$ cat config.mk
export PLATFORM = sky130hd
export DESIGN_NAME = imem_loader_flat
export DESIGN_NICKNAME = d
export VERILOG_FILES = /design/src/rtl/imem_loader_pkg.sv /design/src/rtl/imem_loader_if.sv /design/src/rtl/imem_loader_byte_packer.sv /design/src/rtl/imem_loader.sv /design/src/flat_wrapper.sv
export SDC_FILE = /design/constraint.sdc
export NUM_CORES = 1
export LEC_CHECK = 0
export CORE_ASPECT_RATIO = 1.25
export CORE_MARGIN = 8
export CORE_UTILIZATION = 53
export DETAILED_ROUTE_END_ITERATION = 10
export MAX_ROUTING_LAYER = met4
export PLACE_DENSITY_LB_ADDON = 0.15
export SETUP_SLACK_MARGIN = 0.5
export SLEW_MARGIN = 40
export SYNTH_ARGS = -nofsm -noshare
export SYNTH_HDL_FRONTEND = slang
export SYNTH_SLANG_ARGS = --single-unit
$ cat constraint.sdc
create_clock -name clk -period 2.92 [get_ports clk]
set_input_delay 0.438 -clock clk [delete_from_list [all_inputs] [get_ports clk]]
set_output_delay 0.438 -clock clk [all_outputs]
set_load 0.02 [all_outputs]
$ cat src/rtl/imem_loader_pkg.sv
// Shared types and helpers for the boot-time instruction memory loader.
package imem_loader_pkg;

    localparam int unsigned BYTES_PER_WORD = 4;
    localparam int unsigned IDX_W          = $clog2(BYTES_PER_WORD);

    typedef enum logic [2:0] {
        HDR,
        LOAD,
        WRITE,
        HOLD,
        RUN,
        ERR
    } state_e;

    // Byte address of word k in the target memory; wraps modulo 2^32.
    function automatic logic [31:0] word_addr(input logic [31:0] base, input logic [31:0] k);
        return base + (k << 2);
    endfunction

endpackage

$ cat src/rtl/imem_loader_if.sv
// Byte stream in, instruction memory write port out.
interface imem_loader_if;
    logic [7:0]  s_data;
    logic        s_valid;
    logic        s_ready;
    logic [31:0] i_mem_addr;
    logic [31:0] i_mem_data;
    logic        i_mem_write;

    // Loader side.
    modport slave (
        input  s_data, s_valid,
        output s_ready, i_mem_addr, i_mem_data, i_mem_write
    );

    // Host / memory side.
    modport master (
        output s_data, s_valid,
        input  s_ready, i_mem_addr, i_mem_data, i_mem_write
    );
endinterface

$ cat src/rtl/imem_loader_byte_packer.sv
// Assembles little-endian 32-bit words from a byte stream. The word is
// presented combinationally in the same cycle its last byte transfers, so the
// parent can register the memory write on that very edge.
module imem_loader_byte_packer
    import imem_loader_pkg::*;
(
    input  logic        clk,
    input  logic        r,
    input  logic [7:0]  data_i,
    input  logic        valid_i,
    input  logic        ready_i,
    output logic [31:0] word_o,
    output logic        word_valid_o
);

    localparam logic [IDX_W-1:0] LAST_IDX = IDX_W'(BYTES_PER_WORD - 1);

    logic [IDX_W-1:0] idx_q;
    // Only the three lower bytes need storage; the top byte comes straight from data_i.
    logic [23:0]      shreg_q;
    logic             fire;

    assign fire         = valid_i && ready_i;
    assign word_valid_o = fire && (idx_q == LAST_IDX);
    assign word_o       = {data_i, shreg_q};

    // Capture each accepted byte into its lane and advance the index (wraps 3->0).
    always_ff @(posedge clk) begin
        if (r) begin
            idx_q   <= '0;
            shreg_q <= '0;
        end else if (fire) begin
            idx_q <= idx_q + 1'b1;
            unique case (idx_q)
                2'd0:    shreg_q[7:0]   <= data_i;
                2'd1:    shreg_q[15:8]  <= data_i;
                2'd2:    shreg_q[23:16] <= data_i;
                default: ;
            endcase
        end
    end

endmodule

$ cat src/rtl/imem_loader.sv
// Boot loader: reads a word count and that many words from a byte stream,
// writes them to instruction memory, then releases the CPU from reset.
module imem_loader
    import imem_loader_pkg::*;
#(
    parameter logic [31:0] BASE_ADDR      = 32'h0000_0000,
    parameter int unsigned MAX_WORDS      = 1024,
    parameter int unsigned RELEASE_CYCLES = 4
) (
    input  logic         clk,
    input  logic         r,
    imem_loader_if.slave bus,
    output logic         cpu_r,
    output logic         busy,
    output logic         done,
    output logic         err
);

    state_e      state_q;
    logic        s_ready_q;
    logic        we_q;
    logic [31:0] addr_q;
    logic [31:0] data_q;
    logic [31:0] n_q;
    logic [31:0] k_q;
    logic [31:0] cnt_q;
    logic        cpu_r_q;
    logic        busy_q;
    logic        done_q;
    logic        err_q;

    logic [31:0] word;
    logic        word_vld;

    imem_loader_byte_packer u_packer (
        .clk          (clk),
        .r            (r),
        .data_i       (bus.s_data),
        .valid_i      (bus.s_valid),
        .ready_i      (s_ready_q),
        .word_o       (word),
        .word_valid_o (word_vld)
    );

    assign bus.s_ready     = s_ready_q;
    assign bus.i_mem_write = we_q;
    assign bus.i_mem_addr  = addr_q;
    assign bus.i_mem_data  = data_q;
    assign cpu_r           = cpu_r_q;
    assign busy            = busy_q;
    assign done            = done_q;
    assign err             = err_q;

    // Loader FSM; every output is a register updated with the state transition.
    always_ff @(posedge clk) begin
        if (r) begin
            state_q   <= HDR;
            s_ready_q <= 1'b0;
            we_q      <= 1'b0;
            addr_q    <= BASE_ADDR;
            data_q    <= '0;
            n_q       <= '0;
            k_q       <= '0;
            cnt_q     <= '0;
            cpu_r_q   <= 1'b1;
            busy_q    <= 1'b0;
            done_q    <= 1'b0;
            err_q     <= 1'b0;
        end else begin
            we_q <= 1'b0;
            unique case (state_q)
                HDR: begin
                    s_ready_q <= 1'b1;
                    if (word_vld) begin
                        n_q <= word;
                        k_q <= '0;
                        if (word == '0) begin
                            state_q   <= HOLD;
                            s_ready_q <= 1'b0;
                            cnt_q     <= '0;
                        end else if (word > MAX_WORDS) begin
                            state_q   <= ERR;
                            s_ready_q <= 1'b0;
                            err_q     <= 1'b1;
                        end else begin
                            state_q <= LOAD;
                            busy_q  <= 1'b1;
                        end
                    end
                end
                LOAD: begin
                    if (word_vld) begin
                        addr_q    <= word_addr(BASE_ADDR, k_q);
                        data_q    <= word;
                        we_q      <= 1'b1;
                        s_ready_q <= 1'b0;
                        state_q   <= WRITE;
                    end
                end
                WRITE: begin
                    k_q <= k_q + 32'd1;
                    if (k_q + 32'd1 == n_q) begin
                        state_q <= HOLD;
                        busy_q  <= 1'b0;
                        cnt_q   <= '0;
                    end else begin
                        state_q   <= LOAD;
                        s_ready_q <= 1'b1;
                    end
                end
                HOLD: begin
                    // Keep the CPU in reset for RELEASE_CYCLES cycles after loading.
                    if (cnt_q == RELEASE_CYCLES - 1) begin
                        state_q <= RUN;
                        cpu_r_q <= 1'b0;
                        done_q  <= 1'b1;
                    end else begin
                        cnt_q <= cnt_q + 32'd1;
                    end
                end
                RUN, ERR: ;
                default: state_q <= HDR;
            endcase
        end
    end

endmodule
$ cat src/flat_wrapper.sv
// flat-port wrapper written by rule: the top's interface ports become plain ports
module imem_loader_flat import imem_loader_pkg::*;
#(
    parameter logic [31:0] BASE_ADDR      = 32'h0000_0000,
    parameter int unsigned MAX_WORDS      = 1024,
    parameter int unsigned RELEASE_CYCLES = 4
)
  (clk, r, cpu_r, busy, done, err, bus_s_data, bus_s_valid, bus_s_ready, bus_i_mem_addr, bus_i_mem_data, bus_i_mem_write);
  imem_loader_if bus_i ();
  input  logic clk;
  input  logic r;
  output logic cpu_r;
  output logic busy;
  output logic done;
  output logic err;
  input wire logic [$bits(bus_i.s_data)-1:0] bus_s_data;
  input wire logic [$bits(bus_i.s_valid)-1:0] bus_s_valid;
  output wire logic [$bits(bus_i.s_ready)-1:0] bus_s_ready;
  output wire logic [$bits(bus_i.i_mem_addr)-1:0] bus_i_mem_addr;
  output wire logic [$bits(bus_i.i_mem_data)-1:0] bus_i_mem_data;
  output wire logic [$bits(bus_i.i_mem_write)-1:0] bus_i_mem_write;
  assign bus_i.s_data = bus_s_data;
  assign bus_i.s_valid = bus_s_valid;
  assign bus_s_ready = bus_i.s_ready;
  assign bus_i_mem_addr = bus_i.i_mem_addr;
  assign bus_i_mem_data = bus_i.i_mem_data;
  assign bus_i_mem_write = bus_i.i_mem_write;
  imem_loader #(.BASE_ADDR(BASE_ADDR), .MAX_WORDS(MAX_WORDS), .RELEASE_CYCLES(RELEASE_CYCLES)) u_core (.clk(clk), .r(r), .bus(bus_i), .cpu_r(cpu_r), .busy(busy), .done(done), .err(err));
endmodule
# Word-level counts from Yosys, hierarchy flattened
# Cells that the tools add are included.
dict set report totals {
  regBits 193
  inputBits 11
}
dict set report op_classes {
  n_addsub 3
  n_lt_le_gt_ge 1
  n_eq_ne 19
  mux 26
  n_bitwise 3
  n_reduce_logical 22
}
# operator n
set op_table {}
lappend op_table {{$mux W32} 5}
lappend op_table {{$pmux W32 S3} 1}
lappend op_table {{$add A32 B1 Y32 const B} 2}
lappend op_table {{$pmux W32 S2} 1}
lappend op_table {{$eq A32 B2 Y1 const B} 1}
lappend op_table {{$eq A32 B32 Y1} 1}
lappend op_table {{$gt A32 B11 Y1 const B} 1}
lappend op_table {{$logic_not A32 Y1} 1}
lappend op_table {{$mux W3} 5}
lappend op_table {{$pmux W3 S5} 1}
lappend op_table {{$reduce_and A2 Y1} 7}
lappend op_table {{$ne A2 B2 Y1 const B} 6}
lappend op_table {{$mux W1} 10}
lappend op_table {{$reduce_and A5 Y1} 2}
lappend op_table {{$reduce_and A4 Y1} 2}
lappend op_table {{$eq A3 B2 Y1 const B} 2}
lappend op_table {{$eq A3 B3 Y1 const B} 2}
lappend op_table {{$ne A2 B1 Y1 const B} 3}
lappend op_table {{$reduce_bool A3 Y1} 2}
lappend op_table {{$eq A2 B2 Y1 const B} 2}
lappend op_table {{$reduce_or A2 Y1} 2}
lappend op_table {{$eq A3 B1 Y1 const B} 1}
lappend op_table {{$logic_not A3 Y1} 1}
lappend op_table {{$not A1 Y1} 3}
lappend op_table {{9 further kinds} 10}

# Longest topological paths before layout
# Gate-level depths: netlist of run 1.
dict set report depth {
  depth_word 5
  mapped_depth 11
  mapped_depth_nobuf 9
}

# By module
# From an unflattened synthesis of run 1, not the netlist that was laid out.
dict set report hier_totals {
  cells_unflattened 1217
  area_unflattened_um2 9608.0
}
# mod n_inst cells_each area_each_um2 seq_area_each_um2
set by_module_without_submodules {}
lappend by_module_without_submodules {imem_loader 1 1103 8390.5 3343.2}
lappend by_module_without_submodules {imem_loader_byte_packer 1 114 1217.4 520.5}

# Worst setup path after synthesis of run 1
# Ideal clock, no wire load.
dict set report synth_timing {
  path_type {reg-to-reg}
  startpoint {reg u_core.k_q[0]}
  endpoint {reg u_core.cnt_q[25]}
  setup_time_ns 0.066
  t_arrival_ns 2.646
  path_slack_ns 0.208
  path_stages_with_launch 11
  n_path_buf 1
  synth_period_minus_slack_ns 2.712
  path_cell_list {dfxtp_1 > ha_1 > nand3_2 > nor3_1 > o2111ai_1 > a211o_1 > nor4_1 > nand4_1 > buf_6 > a2111oi_4 > a2bb2oi_2}
}
dict set report synth_between {
  elab_chain_len 4
}
# item line_no
set synth_rtl {}
lappend synth_rtl {{from (decl)} imem_loader.sv:25} ;# logic [31:0] k_q;
lappend synth_rtl {{from (signal assigned)} imem_loader.sv:101} ;# k_q <= k_q + 32'd1;
lappend synth_rtl {{$add A32 B1 Y32} imem_loader.sv:102} ;# if (k_q + 32'd1 == n_q) begin
lappend synth_rtl {{$eq A32 B32 Y1} imem_loader.sv:102}
lappend synth_rtl {{$ne A2 B1 Y1 (no source line)} --}
lappend synth_rtl {{$reduce_and A5 Y1 (no source line)} --}
lappend synth_rtl {{to (signal assigned)} imem_loader.sv:118} ;# cnt_q <= cnt_q + 32'd1;
lappend synth_rtl {{to (decl)} imem_loader.sv:26} ;# logic [31:0] cnt_q;
# No other way between the ends.
# A chain may end at the register's enable or synchronous reset.

# Worst setup path after layout of run 1
dict set report layout_timing {
  startpoint {reg u_core.k_q[14]}
  endpoint {reg u_core.cnt_q[28]}
}
# Same word-level chain as after synthesis.

==> qor.yml, run 1 <==
final.period_utilization_pct: 91.4
multi_input_area_um2: 5530
p_leak_uw: 0.00421
drt-initial-drc-count: 700
synth_area_um2: 9440
grt_setup_unrepaired: "true"
ir_drop_mv: 0.402
synth_flop_cell: "dfxtp_1"
max_freq_ghz: 0.375
overflow: 0
ys_seq_area_share_pct: 40.9
clock_sinks: 193
die_h_um: 165
routedWlPerCell_um: 18.5
finalNonFillerCells: 1564
hpwlAfterDp_mm: 19.6
setup_violations: 0
regArea_um2: 3910
die_area_um2: 22400
criticalPathCategory: "reg2reg"
cts_tree: "built"
yosysWarnings: 0
finClkSkew_ns: 0.0116
pre_cts_ws_ns: -0.0487
rows: 54
required_ns: 3.24
maxSlewViolCount: 0
hp-class: "in2reg"
yosysUniqueCellTypes: 73
area_growth_syn_to_layout_pct: 27.6
clk_pin_slew_ns: 0.08
place_area_um2: 10800
antenna_found_initial: 0
async_flop_share_pct: 0
portBuffers: 78
dp.cells: 1505
cp_max_fo: 7
worstPathArrival_ns: 2.99
routed_via_density: 6.01
num_antenna_cells: 0
fin_crit_ns: 2.67
htreeDepth: 4
vias: 9396
cap_violations: 0
synth_edf_count: 0
status: "finished clean"
ant_nets: 0
dr.pass1.iters: 6
cellPowerDensity_nw_per_um2: 431
grtUsageTotal_pct: 26.4
num-fill-cells: 1447
clock_path_buffers: 2
fin_ws_ns: 0.251
wl_mm: 28.9
hold_viol: 0
synth.avg_cell_area_um2: 7.76
fin_area_um2: 12000
initial_utilization_pct: 54.1
ys_ff_latch: 193
grt_pass1_vias: 8983
critPathLaunchType: "register"
maxSlewHeadroom_pct: 54.7
num-nets-final: 1344
fp.coreArea_um2: 17400
drcViolationCount: 0
grt_max_degree: 79
final_layout_size_suffix_gt1_share_pct: 18.7
gp_congestion: 0.966
clk_latency_ns: 0.44
end_kind: "register"
die_x_um: 135
grt_pass1_wl_mm: 45.9
syn_inst: 1217
cts_buffers: 17
finalPower_uw: 5190
tightest_slew_ns: 0.679
cts-root-buf: "clkbuf_16"
io_pins: 81
-- worst paths after layout --
kind / cells past startpoint / slack (ns) / to / from
hold / removal: 2 / 0.43 / u_core.u_packer.idx_q[0] / r
setup reg to reg: 10 / 0.25 / u_core.cnt_q[28] / u_core.k_q[14]
setup / recovery: 10 / 0.25 / u_core.cnt_q[28] / u_core.k_q[14]
hold reg to reg: 2 / 0.45 / u_core.bus.i_mem_addr[4] / u_core.bus.i_mem_addr[4]
-- cells in the mapped netlist (all sizes together) (5+ instances only) --
library cell / number / area share, %
nor3: 41 / 2.3
ha: 6 / 0.80
mux2i: 26 / 2.8
xnor2: 28 / 2.6
o21ai: 46 / 2.4
buf: 25 / 1.6
a311oi: 7 / 0.65
inv: 22 / 0.87
xor2: 11 / 1.0
nand4: 25 / 2.0
and4: 8 / 0.77
nand3: 41 / 2.3
dfxtp: 193 / 41
and2: 6 / 0.40
or3: 18 / 1.2
clkbuf: 65 / 2.6
nor2: 83 / 3.3
nand3b: 5 / 0.40
o211ai: 6 / 0.48
or4: 5 / 0.40
a21oi: 154 / 8.2
o22ai: 5 / 0.33
a211oi: 10 / 0.80
or2: 8 / 0.53
nor4: 33 / 2.7
and3: 11 / 0.73
nand2: 246 / 9.8
a31oi: 23 / 1.5
-- per-layer routing --
layer / vias up / part of all wire (%) / global-route usage (%)
met5: - / 0 / -
met4: 0 / 3.2 / 11.8
met3: 71 / 4.2 / 4.03
met2: 298 / 52 / 46.1
met1: 4488 / 41 / 29.2
li1: 4539 / - / -
-- repair_timing --
item,in CTS,in global routing
pin swaps,29,20
endpoints found under the setup margin,35,39
gates cloned,2,0
setup buffers,17,8
resized for setup,70,47
hold buffers,0,0
-- flip-flops by register name (all words and copies together), names as in the netlist, 2 cells and up --
name and cells:
u_core.k_q 32, u_core.u_packer.shreg_q 24, u_core.state_q 3, u_core.n_q 32
u_core.u_packer.idx_q 2, u_core.cnt_q 32, u_core.bus.i_mem_addr 30, u_core.bus.i_mem_data 32
-- report_power, final --
| part | internal, uW | total, uW | switching (uW) |
|---|---|---|---|
| clock | 1240 | 2410 | 1170 |
| combinational | 47.7 | 141 | 93.4 |
| sequential | 2630 | 2650 | 15.8 |
| total | 3910 | 5190 | 1280 |
-- cell families (layout without fill, tap and decap cells) --
logic type	count (synthesis)	after routing	share of synthesized area, %
adder cells (fa/ha/maj)	6	6	0.795
AO/OA/AOI/OAI	288	288	18.0
buffers and inverters	112	233	5.01
XOR/XNOR	39	39	3.62
AND/OR/NAND/NOR	552	553	28.8
other	1	2	0.0397
multiplexers	26	26	2.76
flip-flops	193	193	40.9
-- through the flow --
stage | setup TNS (ns) | util, % | hold WS [ns]
5_1_grt | 0 | 69.1 | 0.461
3_5_place_dp | -0.260 | 61.9 | 0.441
6_report | 0 | 69.1 | 0.431
2_1_floorplan | 0 | - | 0.448
3_3_place_gp | -0.173 | 61.8 | 0.434
4_1_cts | 0 | 67.7 | 0.431
-- area by class of cell --
class,count,share of cell area [%]
inverters,22,0.686
clock inverters,15,1.57
well taps,224,2.33
repair buffers,179,13.5
multi-input cells,914,45.9
flip-flops and latches,193,32.5
clock buffers,17,3.53
-- cells in the final DEF (no fill, tap or decap), types with 9 or more instances in the layout --
cell,count
dfxtp_1,170
a21oi_1,149
or3_1,17
o21ai_0,33
mux2i_1,26
nor4_2,10
and3_1,11
nand3_1,36
inv_1,22
dfxtp_2,15
a31oi_1,23
clkbuf_16,17
clkdlybuf4s50_1,77
nor3_1,35
o21ai_2,9
nor4_1,18
buf_4,89
nand2_1,243
nor2_1,81
xor2_1,10
xnor2_1,27
nand4_1,21
buf_6,9
-- critical path, cell delays in order, from the launching register on --
cell and delay, ns:
dfxtp_2 0.43, nand4_1 0.15, or4_4 0.60, o21ai_2 0.13, o211ai_1 0.10, nor4_2 0.32
nand4_1 0.17, buf_6 0.18, a21oi_4 0.21, buf_6 0.16, o211ai_1 0.09
Note: power is estimated with default switching activity, not from simulation.
==> inputs of run 2 (changes only) <==
--- a/config.mk
+++ b/config.mk
@@ -5,6 +5,7 @@
 export SDC_FILE = /design/constraint.sdc
 export NUM_CORES = 1
 export LEC_CHECK = 0
+export CAP_MARGIN = 0
 export CORE_ASPECT_RATIO = 1.25
 export CORE_MARGIN = 8
 export CORE_UTILIZATION = 53
==> results of run 2 <==
The final DEF is identical to that of run 1; final timing and power are the same.
